===== src/rtl/if_id_pkg.sv =====
// if_id_pkg: shared types and constants for the fetch/decode queue.
//   if_id_entry_t - one queued {instruction, PC+4} pair
//   NOP_INSTR     - word presented to decode when the queue is empty
package if_id_pkg;
    typedef struct packed {
        logic [31:0] instruction;
        logic [31:0] pc4;
    } if_id_entry_t;

    localparam logic [31:0] NOP_INSTR = 32'h0;
endpackage


===== src/rtl/if_id_queue.sv =====
// if_id_queue: elastic FIFO between instruction fetch and decode.
// Ports:
//   clk, reset           - clock; asynchronous active-low reset
//   in_valid/in_ready    - fetch handshake; in_instruction, in_pc4 are the offered entry
//   out_valid/out_ready  - decode handshake; out_instruction, out_pc4 are the head (NOP/0 when empty)
//   flush                - drop every entry, including a word pushed in the same cycle
//   count                - number of valid entries
module if_id_queue
    import if_id_pkg::*;
#(
    parameter int DEPTH = 2
) (
    input  logic                       clk,
    input  logic                       reset,
    input  logic                       in_valid,
    output logic                       in_ready,
    input  logic [31:0]                in_instruction,
    input  logic [31:0]                in_pc4,
    output logic                       out_valid,
    input  logic                       out_ready,
    output logic [31:0]                out_instruction,
    output logic [31:0]                out_pc4,
    input  logic                       flush,
    output logic [$clog2(DEPTH+1)-1:0] count
);
    localparam int PW = $clog2(DEPTH);
    localparam int CW = $clog2(DEPTH+1);
    localparam logic [CW-1:0] FULL = CW'(DEPTH);

    if_id_entry_t mem [DEPTH];
    logic [PW-1:0] rd_ptr, wr_ptr;
    logic          push, pop;

    // Ready comes only from registered count, so a full queue refuses a push
    // even when decode pops in the same cycle.
    assign in_ready        = (count != FULL);
    assign out_valid       = (count != '0);
    assign push            = in_valid & in_ready;
    assign pop             = out_valid & out_ready;
    assign out_instruction = out_valid ? mem[rd_ptr].instruction : NOP_INSTR;
    assign out_pc4         = out_valid ? mem[rd_ptr].pc4 : 32'h0;

    // Storage needs no reset: entries are only observed while counted valid.
    always_ff @(posedge clk) begin
        if (push && !flush)
            mem[wr_ptr] <= '{instruction: in_instruction, pc4: in_pc4};
    end

    // DEPTH is a power of two, so pointers wrap by natural overflow.
    always_ff @(posedge clk or negedge reset) begin
        if (!reset) begin
            rd_ptr <= '0;
            wr_ptr <= '0;
            count  <= '0;
        end else if (flush) begin
            rd_ptr <= '0;
            wr_ptr <= '0;
            count  <= '0;
        end else begin
            if (push) wr_ptr <= wr_ptr + PW'(1);
            if (pop)  rd_ptr <= rd_ptr + PW'(1);
            count <= count + CW'(push) - CW'(pop);
        end
    end

    always_ff @(posedge clk) begin
        if (reset) begin
            assert (!push || count < FULL);
            assert (!pop || count != '0);
        end
    end
endmodule


===== config.mk =====
export PLATFORM = sky130hd
export DESIGN_NAME = if_id_queue
export DESIGN_NICKNAME = d
export VERILOG_FILES = /design/src/rtl/if_id_pkg.sv /design/src/rtl/if_id_queue.sv
export SDC_FILE = /design/constraint.sdc
export NUM_CORES = 1
export LEC_CHECK = 0
export ABC_AREA = 0
export CAP_MARGIN = 40
export CORE_AREA = 2 2 113 115
export DETAILED_ROUTE_END_ITERATION = 6
export DIE_AREA = 0 0 115 117
export PLACE_DENSITY = 0.73
export SYNTH_ARGS = -nofsm -noshare
export SYNTH_HDL_FRONTEND = slang
export SYNTH_SLANG_ARGS = --single-unit

===== constraint.sdc =====
create_clock -name clk -period 6.1 [get_ports clk]
set_clock_uncertainty 0.05 [all_clocks]
set_input_delay 1.22 -clock clk [delete_from_list [all_inputs] [get_ports clk]]
set_output_delay 1.22 -clock clk [all_outputs]
set_load 0.005 [all_outputs]

* After elaboration in Yosys (flattened, before gate mapping)
Memories as Yosys holds them, arrays and structs flattened. Cells that the tools add are included.
Word-level totals: logic and storage cells 25, bits in registers 4, input bits 69, memories 1, memory bits (writable) 128
Operators by class: equality and inequality tests 1, add/sub/neg operators 4, reductions and logical operators 5, bitwise logic cells 2, mux-type cells 9
Memories:
- mem | depth 2, bits a word 64, rd ports 1, clocked after Yosys merged registers in 0, wr ports 1, line if_id_queue.sv:30 | if_id_entry_t mem [DEPTH];
Operators by type and width (number):
- 32-bit two-way mux | 2
- 1-bit two-way mux | 6
- 2-bit nonzero test | 3
- 1-bit adder, second input constant | 2
- 2-bit by 1-bit adder with 2-bit output | 1
- 1-bit bitwise AND | 2
- 2-bit two-way mux | 1
- 2-bit != test, second input constant | 1
- 2-bit by 1-bit subtractor with 2-bit output | 1
- 1-bit logical AND | 1
- 1-bit zero test | 1

* Longest topological paths before layout
Gate-level depths: netlist of the first run.
depth after elaboration 5, gate-level depth with buffers 8

* Worst setup path before layout of the first run
Ideal clock, no wire load.
path kind in2reg, start point input port in_valid, end point memory mem[1][0] (netlist name) (enable), data required time 5472 ps, stages 2, path buffers 0, path slack -504 ps, data arrival time 5976 ps, path through nand2_2 > nor3b_1
On the way: cells in the longest elaborated chain, start to end 4
Ends and longest elaborated chain:
- from (decl) | line if_id_queue.sv:15 | input logic in_valid,
- 1-bit bitwise AND | line if_id_queue.sv:38 | assign push = in_valid & in_ready;
- 1-bit logical AND | line if_id_queue.sv:45 | if (push && !flush)
- 1-bit two-way mux | line if_id_queue.sv:45
- 1-bit two-way mux (not written as such) | line if_id_queue.sv:46 | mem[wr_ptr] <= '{instruction: in_instruction, pc4: in_pc4};
- to (decl) | line if_id_queue.sv:30
Every way passes these cells.

* Worst setup path after layout of the first run
start point register count[1], end point output port out_instruction[9]
On the way: cells in the longest elaborated chain, start to end 2
Ends and longest elaborated chain:
- from (decl) | line if_id_queue.sv:24 | output logic [$clog2(DEPTH+1)-1:0] count
- from (signal assigned) | line if_id_queue.sv:62 | count <= count + CW'(push) - CW'(pop);
- 2-bit nonzero test | line if_id_queue.sv:37 | assign out_valid = (count != '0);
- 32-bit two-way mux | line if_id_queue.sv:40 | assign out_instruction = out_valid ? mem[rd_ptr].instruction : NOP_INSTR;
- to (decl) | line if_id_queue.sv:21 | output logic [31:0] out_instruction,
Every way passes these cells.

==> results of run 1 <==
path summary, 6_finish.rpt:
path / startpoint / endpoint / slack [ns] / cells past startpoint
hold / removal: count[1] / count[1] / 0.61 / 2
max in group asynchronous: reset / rd_ptr / 4.84 / 1
setup reg to reg: count[0] / mem[1][25] / 3.98 / 4
hold reg to reg: count[1] / count[1] / 0.61 / 2
min in group asynchronous: reset / count[0] / 0.97 / 1
setup / recovery: count[1] / out_instruction[9] / 2.29 / 4
cell families after synthesis:
group                      after synthesis  synth area share (%)
xor gates and xnor gates                 2                0.3427
AOI/OAI and AO/OA                        1               0.09780
and+or+nand+nor                         76                 5.947
muxes                                   65                 12.75
adders and majority gates                2                0.4894
DFF                                    132                 77.14
buffers and inverters                   17                 3.231
state kept, by name, summed over array words and instances (netlist names):
register,count
mem,128
count,2
rd_ptr,1
wr_ptr,1
area by class of cell:
cell class	instances	area, um^2	share of cell area, %
Clock buffer	20	436.7	6.094
Tap cell	150	187.7	2.619
Clock inverter	12	137.6	1.921
Inverter	3	11.26	0.1572
Multi-Input combinational cell	146	1033	14.42
Sequential cell	132	3948	55.09
Timing Repair Buffer	140	1411	19.70
power by group:
part           total (mW)  leakage, nW  switching [mW]  internal, mW
logic               0.946        0.918           0.400         0.547
clock network       0.973        0.278           0.339         0.635
registers            1.16         1.22          0.0628          1.10
total                3.08         2.42           0.801          2.28
synth_stat cells:
| master | instances |
|---|---|
| mux2i_1 | 64 |
| and2_1 | 1 |
| nor3b_1 | 1 |
| nor3_1 | 2 |
| ha_1 | 2 |
| nand2_2 | 1 |
| buf_12 | 5 |
| inv_2 | 1 |
| buf_6 | 1 |
| edfxtp_1 | 128 |
| dfrtp_1 | 4 |
| buf_2 | 7 |
| o21ai_1 | 1 |
| buf_4 | 1 |
| nor2_1 | 68 |
| nand2b_1 | 1 |
| nor2b_1 | 2 |
| mux2_1 | 1 |
| inv_1 | 2 |
| xor2_1 | 2 |
layer usage:
metal  track usage [%]  routed length, um  up-vias
met4             6.265                133        0
li1                  -                  -     1383
met5                 0                  0        -
met1             16.74               3844     1369
met2             25.06               4778      102
met3             4.995                602       13
metrics by stage:
step / total power [mW] / worst slack, ns / std cells / hold WS, ns / utilization (%)
2_1_floorplan: 1.653 / 1.750 / 295 / 0.5479 / -
3_3_place_gp: 2.117 / 2.706 / 570 / 0.5877 / 53.31
3_5_place_dp: 2.143 / 2.669 / 571 / 0.6049 / 53.54
4_1_cts: 3.125 / 2.242 / 603 / 0.6129 / 58.20
5_1_grt: 3.247 / 2.098 / 603 / 0.6674 / 58.20
6_report: 3.080 / 2.288 / 603 / 0.6073 / 58.20
cells in the final DEF (no fill, tap or decap):
master             n
nand2b_1           1
clkbuf_1           3
clkinv_1           2
nor2b_1            2
mux2_1             1
xor2_1             2
and2_1             1
edfxtp_1         128
inv_1              2
ha_1               2
o21ai_1            1
bufinv_16          3
nor3_4             1
clkinvlp_4         2
nor2_4             1
clkinv_2           5
nor3_1             1
clkdlybuf4s50_1  136
dfrtp_1            3
nand2_2            1
nor3b_4            1
buf_4              3
dfrtp_4            1
nor2_1            67
buf_16             1
clkbuf_16         17
mux2i_1           64
inv_2              1
worst max-delay path, cell delays in order, from the launching register on:
cell	delay, ns
dfrtp_1	0.44
nor2_4	0.63
buf_4	0.45
nor2_1	0.11
clkdlybuf4s50_1	0.47
==> results by group, run 1 <==
Place
  • Post-DP HPWL: ~6100 um
  • Global placer's final weighted congestion: approximately 0.67
  • I/O Buffers: about 140
  • Total placed instance area: approximately 0.0066 mm^2

Critical path
  • Type of the worst setup path: reg2out
  • Worst path required time: 4.83 ns
  • Critical Path Fanout Max: 33
  • Data arrival time of the worst path: roughly 2.5 ns
  • Endpoint kind of the worst setup timing path: output port
  • Type of element launching the critical path: flip-flop

Timing
  • Hold Violations, Final: 0
  • Slew Limit Headroom: between 40% and 50%
  • Transition at the pin with the smallest max-transition slack: just under 0.9 ns
  • Maximum frequency from static timing analysis: roughly 260 MHz
  • Setup total negative slack: 0 ns
  • Final period utilization: between 60% and 70%
  • Count of endpoints failing setup in the final report: 0
  • Slew Limit Fails: 0
  • Final min period: approximately 3.8 ns
  • RSZ-0062 raised after global routing: false

Finish
  • Final #Nets: ~510
  • # fillers: between 900 and 1000
  • Fin area: ~0.0072 mm^2
  • Antenna diodes: 0
  • Layout cell share with drive strength beyond 1: between 8 and 9%
  • Area delta synth->final: 40.16%

Power and ir drop
  • Areal power density over the cells: 429.8 mW/mm^2
  • Peak ir drop on the vdd network: approximately 0.00023 V
  • Static leakage power: ~2.4 nW

Global route
  • Overflow left after global routing: 0
  • Wire length of the first global-routing pass: 14570 um
  • GRT Resource Usage Total: about 15%
  • Vias in the first global route: 2950
  • Maximum number of pins on one net before global-route repair: between 60 and 70
  • Initial antenna violation count: 0

Die
  • Starting utilization of the core area: between 40% and 50%
  • CORE AREA: 0.01231 mm^2
  • Width of the chip: between 100 and 150 um
  • Core Rows: around 40
  • Die boundary height: approximately 120 um
  • Boundary Pins: about 140
  • Die ar.: approximately 0.013 mm^2

Run
  • Max-capacitance violation count: 0

Synth
  • Share of the yosys chip area belonging to registers: between 70% and 80%
  • Synthesized net count: 366
  • Yosys top cell area share: around 75%
  • Synthesized netlist cell count: 295
  • Top cells by area, synth: edfxtp_1 (75%), mux2i_1 (13%), nor2_1 (5.0%)
  • Largest area contributor in the netlist: edfxtp_1
  • Warnings, synthesis: 0
  • Average instance area after synthesis: around 17 um^2
  • Distinct cell type count of the synthesized netlist: 20
  • Post-synthesis sequential element count: around 130
  • Netlist area before placement: 0.005112 mm^2

Route
  • Antenna-violating nets left: 0
  • Vias after detailed routing: 2867
  • Iteration-0 DRC Markers: ~130
  • Via-per-instance ratio: around 4.8
  • Routed wirelength normalized by instance count: 15.52 um
  • Total wirelength of the detailed-routed design: about 9400 um
  • Residual DRC: 0
  • Total iterations of the first detailed-routing run: 4

Clock tree
  • Clock buffers created by TritonCTS: 17
  • Clock tree from TritonCTS: done
  • Hold_buf cts: 0
  • Maximum number of buffers from clock root to sink: 2
  • CTS Root Buffer Type: clkbuf_16
  • CTS-repair resized insts: 0
  • Number of sinks handled by clock tree synthesis: around 130
  • # H-tree levels: 4
  • Clock transition at the registers of the reported paths: roughly 0.050 ns
  • Setup Buffers After CTS: 0
  • Skew-Pair Late Insertion Delay: 0.40 ns

Run status
  • Outcome: finished clean

Min path
  • Min-delay worst type: reg2reg
Note: power is estimated with default switching activity, not from simulation.
==> run 2: changes to the inputs <==
Settings changed: CORE_AREA 2 2 113 115 to 2 2 107 109, DIE_AREA 0 0 115 117 to 0 0 109 111, PLACE_DENSITY 0.73 to 0.78.
Clock period 6.1 ns to 4 ns, I/O delays scaled along.
==> run 2 against run 1 <==
  * Flip-flop and latch count unchanged
  * Non-clock buffer count increased by 3
  * First-iteration DRC count increased by 15%
  * Power increased by 56%
  * Utilization increased by 6.9 points
  * Wire length rose by 1.6%
  * Hold slack worse by 0.043 ns
  * Register-to-register slack lost 1.8 ns
  * Critical path type unchanged
==> results by group, run 2 (same netlist as run 1, synthesis figures left out) <==
Timing
  • Final period utilization: between 70% and 80%
  • Count of endpoints failing setup in the final report: 0
  • Hold Violations, Final: 0
  • Slew Limit Headroom: roughly 60%
  • Final min period: 3.191 ns
  • Setup total negative slack: 0 ns
  • Transition at the pin with the smallest max-transition slack: a little under 0.6 ns
  • RSZ-0062 raised after global routing: false
  • Slew Limit Fails: 0
  • Maximum frequency from static timing analysis: between 300 and 400 MHz

Critical path
  • Setup slack on the worst flop-to-flop path: 2.17 ns
  • Ordered cell list for the critical path: buf_12, mux2i_1, nor2_1, clkdlybuf4s50_1
  • CP Buf/Inv Count: 2
  • Crit path launch: rd_ptr
  • Endpoint kind of the worst setup timing path: output port
  • Number of cells on the critical path: 4
  • Data arrival time of the worst path: roughly 2.3 ns
  • Launch point of the worst reg-to-reg path: count[1]
  • Worst r2r path cells: 8
  • Max stage delay cell, worst path: dfrtp_4
  • Longest individual stage delay on the worst path: approximately 0.80 ns
  • Critical Path Fanout Max: 34
  • Critical Path Sink: out_instruction[13]
  • Type of element launching the critical path: flip-flop
  • Top Family by Delay on Critical Path: buffers and inverters
  • Type of the worst setup path: reg2out
  • Worst path required time: between 3 and 4 ns
  • Capture point of the worst reg-to-reg path: count[1]

Clock tree
  • Clock tree from TritonCTS: done
  • CTS Root Buffer Type: clkbuf_16
  • Maximum number of buffers from clock root to sink: 2
  • Hold_buf cts: 0
  • CTS-repair resized insts: 0
  • Number of sinks handled by clock tree synthesis: roughly 130
  • # H-tree levels: 4
  • Setup Buffers After CTS: 0
  • Skew-Pair Late Insertion Delay: around 0.4 ns
  • Clock transition at the registers of the reported paths: about 0.050 ns
  • Clock buffers created by TritonCTS: 17

Route
  • Total iterations of the first detailed-routing run: 4
  • Antenna-violating nets left: 0
  • Met1 layer wirelength in the final routing: between 3000 and 4000 um
  • Iteration-0 DRC Markers: 148
  • Uppermost metal layer occupied by signal nets: met4
  • Via-per-instance ratio: 4.831
  • Routed wirelength normalized by instance count: ~16 um
  • Met2 WL: between 5000 and 6000 um
  • Total wirelength of the detailed-routed design: roughly 9500 um
  • Vias after detailed routing: just under 3000
  • Met3 routed wirelength: about 550 um
  • Residual DRC: 0

Die
  • Core Rows: 39
  • Boundary Pins: 137
  • Die boundary height: around 110 um
  • Starting utilization of the core area: between 40% and 50%
  • Die ar.: 0.01210 mm^2
  • Width of the chip: roughly 110 um
  • CORE AREA: roughly 0.011 mm^2

Finish
  • Most used cells in the layout excluding fill and tap cells: clkdlybuf4s50_1 (136), edfxtp_1 (128), nor2_1 (67)
  • Top reg by flops: mem
  • Final #Nets: about 510
  • Antenna diodes: 0
  • Layout cell share with drive strength beyond 1: 9.451%
  • Largest register FFs: around 130
  • Largest registers: mem x128, count x2
  • Most common cell after layout, fill and taps aside: clkdlybuf4s50_1
  • Area delta synth->final: 41.07%

Global route
  • Initial antenna violation count: 0
  • Overflow left after global routing: 0
  • GRT Resource Usage Total: between 10% and 20%
  • Wire length of the first global-routing pass: roughly 15000 um
  • Vias in the first global route: slightly above 3000
  • Maximum number of pins on one net before global-route repair: 39

Power and ir drop
  • Areal power density over the cells: around 670 mW/mm^2
  • Peak ir drop on the vdd network: between 0.0004 and 0.0005 V
  • PnR Total Power: ~4.8 mW
  • Static leakage power: ~2.4 nW

Place
  • Post-DP HPWL: just over 6000 um
  • I/O Buffers: around 140
  • Global placer's final weighted congestion: slightly below 0.7

Run status
  • Outcome: finished clean

Run
  • Max-capacitance violation count: 0

Min path
  • Min-delay worst type: in2async
[run 2: cell count changes in the layout (fill, tap and decap cells not counted), moves of 2 or more]
cell / delta
buf_4: +3
clkbuf_1: -2
clkinv_1: -2
clkinv_2: -3
clkinv_4: +2
clkinvlp_4: +3
[run 2: cell type report]
class	instances	area, um^2
sequential	132	3948
fill	804	3865
timing repair buffer	143	1426
multi-input combinational	146	1033
clock buffer	18	429.2
clock inverter	13	185.2
tap	143	178.9
inverter	3	11.26
[run 2: worst reg2reg max path, stage by stage (launching register included)]
cell and delay, ns:
dfrtp_1 0.45, o21ai_1 0.27, inv_1 0.08, ha_1 0.28, inv_1 0.04, ha_1 0.17
xor2_1 0.15, and2_1 0.15, nor3_1 0.12
[run 2: stage by stage]
step	area, um^2	utilization, %	worst slack (ns)	hold slack, ns	instances
floorplan	5122	-	0.06998	0.4544	295
global placement	6598	59.56	1.234	0.5935	567
detailed placement	6598	59.56	1.222	0.6099	567
CTS	7212	65.11	0.7561	0.5499	598
global route	7212	65.11	0.6609	0.5446	598
finish	7212	65.11	0.8093	0.5642	598
[run 2: how the worst min path moves through the flow]
stage | endpoint | cells past startpoint
after CTS | wr_ptr | 1
after global routing | count[1] | 1
after global placement | wr_ptr | 2
after detailed placement | count[1] | 2
after floorplan | count[0] | 0
final | count[1] | 1
[run 2: metal layers]
metal / track usage (%) / vias up
met5: 0 / -
met4: 5.128 / 0
met3: 5.291 / 8
met2: 28.61 / 90
met1: 19.36 / 1406
li1: - / 1385
[run 2: where the power goes]
part	leakage [nW]	switching [mW]	internal, mW	total [mW]
combinational	0.930	0.610	0.839	1.45
sequential	1.22	0.108	1.67	1.78
clock	0.284	0.541	1.04	1.58
total	2.44	1.26	3.55	4.81
